<file path="src/rtl/mac_seq_pkg.sv">
// Shared widths, FSM states and MAC mode encoding for the mac_seq slice.
package mac_seq_pkg;

  localparam int unsigned BW      = 4;
  localparam int unsigned PSUM_BW = 16;
  localparam int unsigned LEN_BW  = 8;

  localparam logic MODE_4B = 1'b0;
  localparam logic MODE_2B = 1'b1;

  typedef enum logic [1:0] {
    IDLE = 2'd0,
    RUN  = 2'd1,
    DONE = 2'd2
  } state_e;

endpackage

</file>
<file path="src/rtl/mac_seq_mac.sv">
// Combinational multiply-accumulate: c plus one beat of activation x weight,
// either two 2-bit fields with separate weights or one 4-bit field.
module mac
  import mac_seq_pkg::*;
(
  input  logic        [BW-1:0]      a,
  input  logic signed [BW-1:0]      b0,
  input  logic signed [BW-1:0]      b1,
  input  logic signed [PSUM_BW-1:0] c,
  input  logic                      mode,
  output logic signed [PSUM_BW-1:0] out
);

  localparam int unsigned HALF = BW / 2;

  logic signed [PSUM_BW-1:0] lo_x, hi_x, b0_x, b1_x, p_lo, p_hi;

  // Activation fields are unsigned (zero-extended); weights are sign-extended.
  always_comb begin
    lo_x = PSUM_BW'(a[HALF-1:0]);
    hi_x = PSUM_BW'(a[BW-1:HALF]);
    b0_x = PSUM_BW'(b0);
    b1_x = PSUM_BW'(b1);
    p_lo = lo_x * b0_x;
    if (mode == MODE_2B) begin
      p_hi = hi_x * b1_x;
    end else begin
      p_hi = (hi_x * b0_x) <<< 2;
    end
    out = c + p_lo + p_hi;
  end

endmodule

</file>
<file path="src/rtl/mac_seq.sv">
// Sequencer streaming activation/weight beats through one shared mac and
// presenting the accumulated dot product on a valid/ready output port.
module mac_seq
  import mac_seq_pkg::*;
(
  input  logic               clk,
  input  logic               reset,
  input  logic               start,
  input  logic [LEN_BW-1:0]  cfg_len,
  input  logic               cfg_mode_2b,
  output logic               busy,
  input  logic               in_valid,
  output logic               in_ready,
  input  logic [BW-1:0]      in_act,
  input  logic [BW-1:0]      in_w0,
  input  logic [BW-1:0]      in_w1,
  output logic               out_valid,
  input  logic               out_ready,
  output logic [PSUM_BW-1:0] out_psum
);

  state_e              state_q, state_d;
  logic [PSUM_BW-1:0]  acc_q, acc_d;
  logic [LEN_BW-1:0]   cnt_q, cnt_d;
  logic [LEN_BW-1:0]   len_q, len_d;
  logic                mode_q, mode_d;
  logic [BW-1:0]       mac_b1;
  logic [PSUM_BW-1:0]  mac_out;

  assign mac_b1 = (mode_q == MODE_2B) ? in_w1 : in_w0;

  mac u_mac (
    .a    (in_act),
    .b0   (in_w0),
    .b1   (mac_b1),
    .c    (acc_q),
    .mode (mode_q),
    .out  (mac_out)
  );

  // Next-state and datapath update.
  always_comb begin
    state_d = state_q;
    acc_d   = acc_q;
    cnt_d   = cnt_q;
    len_d   = len_q;
    mode_d  = mode_q;
    unique case (state_q)
      IDLE: begin
        if (start) begin
          len_d   = cfg_len;
          mode_d  = cfg_mode_2b;
          acc_d   = '0;
          cnt_d   = '0;
          state_d = (cfg_len != '0) ? RUN : DONE;
        end
      end
      RUN: begin
        if (in_valid && in_ready) begin
          acc_d = mac_out;
          cnt_d = cnt_q + LEN_BW'(1);
          if (cnt_q == len_q - LEN_BW'(1)) begin
            state_d = DONE;
          end
        end
      end
      DONE: begin
        if (out_ready) begin
          state_d = IDLE;
        end
      end
      default: state_d = IDLE;
    endcase
  end

  // Handshake flags are registered from the next state so they track state_q.
  always_ff @(posedge clk or posedge reset) begin
    if (reset) begin
      state_q   <= IDLE;
      acc_q     <= '0;
      cnt_q     <= '0;
      len_q     <= '0;
      mode_q    <= MODE_4B;
      busy      <= 1'b0;
      in_ready  <= 1'b0;
      out_valid <= 1'b0;
    end else begin
      state_q   <= state_d;
      acc_q     <= acc_d;
      cnt_q     <= cnt_d;
      len_q     <= len_d;
      mode_q    <= mode_d;
      busy      <= (state_d != IDLE);
      in_ready  <= (state_d == RUN);
      out_valid <= (state_d == DONE);
    end
  end

  assign out_psum = acc_q;

endmodule

</file>
<file path="config.mk">
export PLATFORM = sky130hd
export DESIGN_NAME = mac_seq
export DESIGN_NICKNAME = d
export VERILOG_FILES = /design/src/rtl/mac_seq_pkg.sv /design/src/rtl/mac_seq_mac.sv /design/src/rtl/mac_seq.sv
export SDC_FILE = /design/constraint.sdc
export NUM_CORES = 1
export LEC_CHECK = 0
export ABC_CLOCK_PERIOD_IN_PS = 10800
export CAP_MARGIN = 20
export CORE_UTILIZATION = 40
export DETAILED_ROUTE_END_ITERATION = 16
export GPL_ROUTABILITY_DRIVEN = 0
export HOLD_SLACK_MARGIN = 0.1
export PLACE_DENSITY_LB_ADDON = 0.05
export SYNTH_ARGS = -nofsm -noshare
export SYNTH_HDL_FRONTEND = slang
export SYNTH_SLANG_ARGS = --single-unit
</file>
<file path="constraint.sdc">
create_clock -name clk -period 10.8 [get_ports clk]
set_input_delay 3.24 -clock clk [delete_from_list [all_inputs] [get_ports clk]]
set_output_delay 3.24 -clock clk [all_outputs]
set_load 0.05 [all_outputs]
</file>
==> results of run 1 <==
==> through the flow <==
step	setup WS, ns	std cells	instance area [µm²]	hold WS (ns)
2_1_floorplan	3.482	405	3682	0.5024
3_3_place_gp	2.609	550	4238	0.4938
3_5_place_dp	2.462	550	4238	0.4973
4_1_cts	2.786	558	4333	0.5205
5_1_grt	2.465	558	4333	0.5510
6_report	2.800	558	4333	0.5141
==> registers in the layout, indices dropped and copies added, names as in the netlist <==
name       count
busy           1
cnt_q          8
in_ready       1
len_q          8
mode_q         1
out_psum      16
out_valid      1
state_q        2
==> cell usage in the layout, fill, tap and decap left out, types with 9 or more instances in the layout <==
cell type,n
clkdlybuf4s50_1,44
xnor2_1,18
and2_1,13
nand3_1,12
inv_1,54
dfrtp_1,38
mux2_2,9
ha_1,39
xor2_1,15
nor2_1,13
nand2_1,36
fa_1,19
a21o_1,14
a21oi_1,17
o21ai_0,24
==> final cells by class <==
| cell class | instances | area (µm²) | share of cell area |
|---|---|---|---|
| Sequential cell | 38 | 950.9 | 0.2195 |
| Timing Repair Buffer | 48 | 470.5 | 0.1086 |
| Inverter | 54 | 202.7 | 0.04678 |
| Clock inverter | 2 | 12.51 | 0.002888 |
| Tap cell | 108 | 135.1 | 0.03119 |
| Multi-Input combinational cell | 302 | 2479 | 0.5720 |
| Clock buffer | 6 | 82.58 | 0.01906 |
==> critical path, stage by stage <==
cell and delay (ns):
clkdlybuf4s50_1 0.48, mux2_2 0.30, nand2_1 0.10, inv_1 0.07, ha_1 0.30, inv_1 0.06
fa_1 0.47, nand2b_1 0.10, a211oi_1 0.07, o21ai_0 0.48, and2_1 0.48, fa_1 0.49
inv_1 0.06, ha_1 0.30, and3_1 0.23, a221o_1 0.31, a21o_1 0.17, a31oi_1 0.20
a211oi_1 0.07, nand3b_1 0.17
==> metal layers <==
layer	wire length (µm)	part of all wire
met1	4065	0.50
met2	3852	0.47
met3	185	0.023
met4	61	0.0075
met5	0	0
==> logic make-up after synthesis <==
family	after synthesis	synth area share
buffers and inverters	65	0.06999
flip-flops	38	0.2582
XOR/XNOR	33	0.07849
AND/OR/NAND/NOR	110	0.1570
AO/OA/AOI/OAI	86	0.1566
adder cells (fa/ha/maj)	58	0.2358
multiplexers	15	0.04383
==> worst paths after layout <==
check	from	end	cells after the start
max	in_w0[3]	out_psum[15]	20
min	out_psum[11]	out_psum[11]	2
max reg2reg	mode_q	out_psum[15]	19
min reg2reg	out_psum[11]	out_psum[11]	2
max in group asynchronous	reset	len_q[0]	3
min in group asynchronous	reset	out_psum[14]	3
==> synthesized netlist by cell type (7+ instances only) <==
library cell	number	area, µm²
fa_1	19	380.4
and2_1	13	81.33
dfrtp_1	38	950.9
a21oi_1	17	85.08
nor2_1	13	48.80
a21o_1	14	105.1
inv_1	54	202.7
xor2_1	15	131.4
xnor2_1	18	157.7
ha_1	39	488.0
nand3_1	12	60.06
nand4_1	7	43.79
mux2_2	9	101.4
nand2_1	36	135.1
o21ai_0	24	120.1
==> impl_metrics.ini, run 1 <==
[sta]
maxSlewViolCount = 0
final-setup-viol-count = 0
rsz0062_at_grt = no
fin_tns_setup_ns = 0
clock-skew-final_ns = 0.009672
finalHoldViolations = 0
fmax_mhz = 125.0
tightest_slew_ns = 0.7155
period_share = 0.7407
relSlewSlack = 0.5230
min_period_ns = 8.000

[cts]
clk_latency_ns = 0.30
htree_levels = 2
clockBufferDepth = 2
hold_buffers = 0
cts_made_buffers = 5
ctsResizeCount = 0
cts_sinks = 38
postCtsSetupBuffers = 0
root_buffer = clkbuf_8
path_clk_slew_ns = 0.09
cts_tree = yes

[yosys]
synthesis.nets = 489
ys_types = 47
ys_warn_count = 0
synth_cells = 405
ys.flop_type = dfrtp_1
yosysSeqAreaShare = 0.2582
syn-cell-area_mm2 = 0.003682
synth-seq-cells = 38
synth-edff-count = 0
synthArstFlopShare = 1.000
synth_area_per_cell_um2 = 9.092

[status]
status = finished, violations left
violations = design-rule violations

[cells_and_area]
fin_nets = 533
layout-drive-gt1-share = 0.06222
area_growth_pct = 17.67
fillers = 837
utilization = 0.4920
insertedDiodeCount = 0

[global_route]
grt_pass1_wl_um = 14270
overflow = 0
globalRoute.busiestLayer = met2
grt_use_met2 = 0.3066
grt_use_total = 0.1851
grt_antenna_before_repair = 0
use_met1 = 0.2516
grtUsageMet3 = 0.02935
grt_max_degree = 39
grt_pass1_vias = 3021

[route]
via_per_inst = 5.240
drt_pass1_iterations = 10
vias = 2924
drt_iter0_drc = 140
wire_per_inst_um = 14.63
routed_wl_um = 8164
drc = 2
final_antenna_net_count = 0

[floorplanning]
start_util = 0.4182
core_mm2 = 0.008806
io_pins = 45
fp.dieW_um = 97.95
std_cell_rows = 34
die_h_um = 97.95
die_area_mm2 = 0.009593

[setup_path]
worstPathMaxFanout = 8
cp-start-kind = input port
rrSetupSlack_ns = 5.39
crit_required_ns = 10.98
arrival_ns = 8.18
crit_type = input port to flip-flop
cp-end-kind = flip-flop

[place]
io_buffers = 44
dp_hpwl_um = 6407

[run]
drv_cap = 0

[worst_hold_path]
min_path_type = flip-flop to flip-flop
Power of run 1 is left out: the tool's default activity adds up to more than one toggle a clock period on the data nets, which glitch-free logic cannot reach.
==> inputs of run 2 (changes only) <==
--- a/config.mk
+++ b/config.mk
@@ -5,7 +5,7 @@
 export SDC_FILE = /design/constraint.sdc
 export NUM_CORES = 1
 export LEC_CHECK = 0
-export ABC_CLOCK_PERIOD_IN_PS = 10800
+export ABC_CLOCK_PERIOD_IN_PS = 7100
 export CAP_MARGIN = 20
 export CORE_UTILIZATION = 40
 export DETAILED_ROUTE_END_ITERATION = 16
==> constraint.sdc (replaced) <==
create_clock -name clk -period 7.1 [get_ports clk]
set_input_delay 2.13 -clock clk [delete_from_list [all_inputs] [get_ports clk]]
set_output_delay 2.13 -clock clk [all_outputs]
set_load 0.05 [all_outputs]
==> impl_metrics.ini, run 2 (synthesis results as in run 1) <==
[setup_path]
reg2reg_depth = 19
worstPathMaxFanout = 7
rr_endpoint = out_psum[15]
startpoint = in_w0[3]
arrival_ns = 6.80
rrSetupSlack_ns = 1.97
crit_type = input port to flip-flop
cpPeakStageDelay_ns = 0.49
cp_slowest_cell = clkdlybuf4s50_1
crit_required_ns = 7.28
cp-start-kind = input port
cp-end-kind = flip-flop
crit_chain = clkdlybuf4s50_1 -> mux2_2 -> nand2_1 -> inv_1 -> ha_1 -> inv_1 -> fa_1 -> nand2b_1 -> a211oi_1 -> o21ai_0 -> and2_1 -> fa_1 -> inv_1 -> ha_1 -> a21o_1 -> a221o_1 -> a21o_1 -> a31oi_1 -> a211oi_1 -> nand3b_1
reg2reg_from = mode_q
cp-endpoint = out_psum[15]
cpMostUsedCell = inv_1

[cells_and_area]
layout-drive-gt1-share = 0.06637
layout_commonest_cell = inv_1
largest_reg_flops = 16
insertedDiodeCount = 0
area_growth_pct = 17.94
fin_nets = 535
final_cell_mix = inv_1, clkdlybuf4s50_1, ha_1

[cts]
path_clk_slew_ns = 0.09
hold_buffers = 0
clk_latency_ns = 0.29
cts_tree = yes
root_buffer = clkbuf_8
ctsResizeCount = 0
clockBufferDepth = 2
postCtsSetupBuffers = 0
htree_levels = 2
cts_made_buffers = 5
cts_sinks = 38

[sta]
final-setup-viol-count = 0
maxSlewViolCount = 0
tightest_slew_ns = 0.6996
fmax_mhz = 151.2
finalHoldViolations = 0
relSlewSlack = 0.5336
rsz0062_at_grt = no
fin_tns_setup_ns = 0
min_period_ns = 6.614
clock-skew-final_ns = 0.008745
period_share = 0.9316

[global_route]
grt_max_degree = 39
grt_antenna_before_repair = 0
grt_pass1_vias = 2935
grt_pass1_wl_um = 13950
grt_use_total = 0.1791
overflow = 0

[route]
routed_wl_um = 8080
drc = 2
wire_per_inst_um = 14.43
via_per_inst = 5.168
final_antenna_net_count = 0
drt_pass1_iterations = 10
vias = 2894
drt_iter0_drc = 72

[place]
dp_hpwl_um = 6335
io_buffers = 44

[floorplanning]
die_h_um = 97.95
start_util = 0.4182
std_cell_rows = 34
die_area_mm2 = 0.009593
fp.dieW_um = 97.95
core_mm2 = 0.008806
io_pins = 45

[status]
status = finished, violations left
violations = design-rule violations

[worst_hold_path]
min_path_type = flip-flop to flip-flop

[run]
drv_cap = 0
## run 2: per-stage QoR
| stage | utilization | hold WS (ns) | worst slack, ns | instance area, µm² | cells |
|---|---|---|---|---|---|
| finish | 0.4932 | 0.5188 | 0.4856 | 4343 | 560 |
| global route | 0.4932 | 0.5406 | 0.1731 | 4343 | 560 |
| CTS | 0.4932 | 0.5155 | 0.5197 | 4343 | 560 |
| detailed placement | 0.4830 | 0.4947 | 0.2213 | 4253 | 552 |
| global placement | 0.4830 | 0.4953 | 0.2855 | 4253 | 552 |
| floorplan | - | 0.5024 | 0.8923 | 3682 | 405 |
## run 2: cell type report
cell class                      instances  area (µm²)
Clock inverter                          3       21.27
Sequential cell                        38       950.9
Inverter                               54       202.7
Timing Repair Buffer                   50       485.5
Multi-Input combinational cell        302        2479
Fill cell                             840        4463
Clock buffer                            5       68.82
Tap cell                              108       135.1
## run 2: worst min path at each step
stage	startpoint	endpoint	slack (ns)	cells past startpoint
final	out_psum[7]	out_psum[7]	0.52	2
after global routing	out_psum[7]	out_psum[7]	0.54	2
after CTS	out_psum[7]	out_psum[7]	0.52	2
after detailed placement	out_psum[7]	out_psum[7]	0.49	2
after global placement	out_psum[7]	out_psum[7]	0.50	2
after floorplan	len_q[7]	len_q[7]	0.50	1
## run 2: routing by layer
layer,share of wire,wire [µm],GRT usage,vias to the layer above
met3,0.027,218,0.02649,6
met5,0,0,0,-
met2,0.46,3685,0.2882,39
li1,-,-,-,1480
met1,0.51,4118,0.2553,1369
met4,0.0071,57,0.03613,0
## run 2: critical path, delay by kind of cell
family | cells | cell delay, ns
adder cells (fa/ha/maj) | 4 | 1.56
multiplexers | 1 | 0.31
buffers and inverters | 4 | 0.69
AO/OA/AOI/OAI | 7 | 1.30
AND/OR/NAND/NOR | 4 | 0.80
Power of run 2 is left out for the same reason.
==> inputs of run 3 (changes only) <==
--- a/config.mk
+++ b/config.mk
@@ -5,7 +5,7 @@
 export SDC_FILE = /design/constraint.sdc
 export NUM_CORES = 1
 export LEC_CHECK = 0
-export ABC_CLOCK_PERIOD_IN_PS = 7100
+export ABC_CLOCK_PERIOD_IN_PS = 6750
 export CAP_MARGIN = 20
 export CORE_UTILIZATION = 40
 export DETAILED_ROUTE_END_ITERATION = 16
==> constraint.sdc (replaced) <==
create_clock -name clk -period 6.75 [get_ports clk]
set_input_delay 2.025 -clock clk [delete_from_list [all_inputs] [get_ports clk]]
set_output_delay 2.025 -clock clk [all_outputs]
set_load 0.05 [all_outputs]
==> impl_metrics.ini, run 3 (synthesis results as in run 1) <==
[floorplanning]
die_area_mm2 = 0.009593
die_h_um = 97.95
start_util = 0.4182
std_cell_rows = 34
io_pins = 45
core_mm2 = 0.008806
fp.dieW_um = 97.95

[cells_and_area]
final_area_mm2 = 0.004378
insertedDiodeCount = 0
multi_input_area_mm2 = 0.002479
largest_reg_flops = 16
fin_nets = 539
layout-drive-gt1-share = 0.07456
final_cells = 564
layout_commonest_cell = inv_1
fillers = 865
area_growth_pct = 18.89
final_cell_mix = inv_1, clkdlybuf4s50_1, ha_1
seq_area_um2 = 950.9

[status]
status = finished, violations left
violations = design-rule violations

[setup_path]
crit_required_ns = 6.92
startpoint = in_w0[2]
worstPathMaxFanout = 7
arrival_ns = 6.52
cp-start-kind = input port
crit_type = input port to flip-flop
cp-end-kind = flip-flop
reg2reg_from = mode_q

[route]
routed_wl_um = 8021
drt_iter0_drc = 117
via_per_inst = 5.160
wire_per_inst_um = 14.22
drt_pass1_iterations = 10
final_antenna_net_count = 0
drc = 2
vias = 2910

[sta]
fin_tns_setup_ns = 0
clock-skew-final_ns = 0.003624
tightest_slew_ns = 0.7108
min_period_ns = 6.346
fmax_mhz = 157.6
relSlewSlack = 0.5262
period_share = 0.9402
layout_setup_ws_ns = 0.4039
finalHoldViolations = 0
final-setup-viol-count = 0
rsz0062_at_grt = no
maxSlewViolCount = 0

[cts]
path_clk_slew_ns = 0.08
clockBufferDepth = 2
htree_levels = 2
cts_sinks = 38
cts_made_buffers = 5
hold_buffers = 0
ctsResizeCount = 0
root_buffer = clkbuf_8
cts_tree = yes
postCtsSetupBuffers = 0
clk_latency_ns = 0.29

[global_route]
overflow = 0
grt_use_total = 0.1774
grt_pass1_wl_um = 13650
grt_pass1_vias = 2861
grt_max_degree = 39
grt_antenna_before_repair = 0

[place]
io_buffers = 44
placed_cells = 556
pre_cts_slack_ns = 0.1008
dpl_cell_area_mm2 = 0.004283
dp_hpwl_um = 6369

[worst_hold_path]
min_path_type = flip-flop to flip-flop
hold_start = out_psum[5]

[run]
drv_cap = 0
## run 3: changes by cell type in the layout (fill, tap and decap cells not counted), sizes merged
cell    delta
buf        +4
clkbuf     +1
clkinv     -1
## run 3: worst max-delay path, cell delays in order
cell and delay (ns):
clkdlybuf4s50_1 0.50, mux2i_1 0.22, nor2b_1 0.07, ha_1 0.28
ha_1 0.17, inv_1 0.06, fa_1 0.41, nand2b_1 0.10
a211oi_1 0.06, o21ai_0 0.33, and2_1 0.19, buf_4 0.18
fa_1 0.43, inv_1 0.07, ha_1 0.30, and3_1 0.22
a221o_1 0.31, a21o_1 0.17, a31oi_1 0.18, a211oi_1 0.07
nand3b_1 0.17
## run 3: path summary, 6_finish.rpt
check	cells past startpoint	slack, ns	to
setup / recovery	21	0.40	out_psum[15]
hold / removal	2	0.52	out_psum[5]
setup reg to reg	20	1.69	out_psum[15]
hold reg to reg	2	0.52	out_psum[5]
max in group asynchronous	3	4.25	out_psum[1]
min in group asynchronous	3	2.15	out_psum[12]
## run 3: metrics by stage
step | hold WS, ns | util
CTS | 0.5252 | 0.4972
floorplan | 0.5024 | -
global route | 0.5492 | 0.4972
finish | 0.5171 | 0.4972
detailed placement | 0.5017 | 0.4864
global placement | 0.4931 | 0.4864
## run 3: layer usage
| metal | routed length, µm | vias up | track usage | share of wire |
|---|---|---|---|---|
| met3 | 210 | 9 | 0.02720 | 0.026 |
| met5 | 0 | - | 0 | 0 |
| met1 | 4135 | 1370 | 0.2502 | 0.52 |
| li1 | - | 1490 | - | - |
| met4 | 67 | 0 | 0.03497 | 0.0084 |
| met2 | 3607 | 41 | 0.2887 | 0.45 |
## run 3: cell type report
type                    count  share of cell area
repair buffers             54              0.1177
inverters                  54             0.04630
clock inverters             2            0.002858
well taps                 108             0.03087
multi-input cells         302              0.5662
clock buffers               6             0.01886
flip-flops and latches     38              0.2172
Power of run 3 is left out for the same reason.
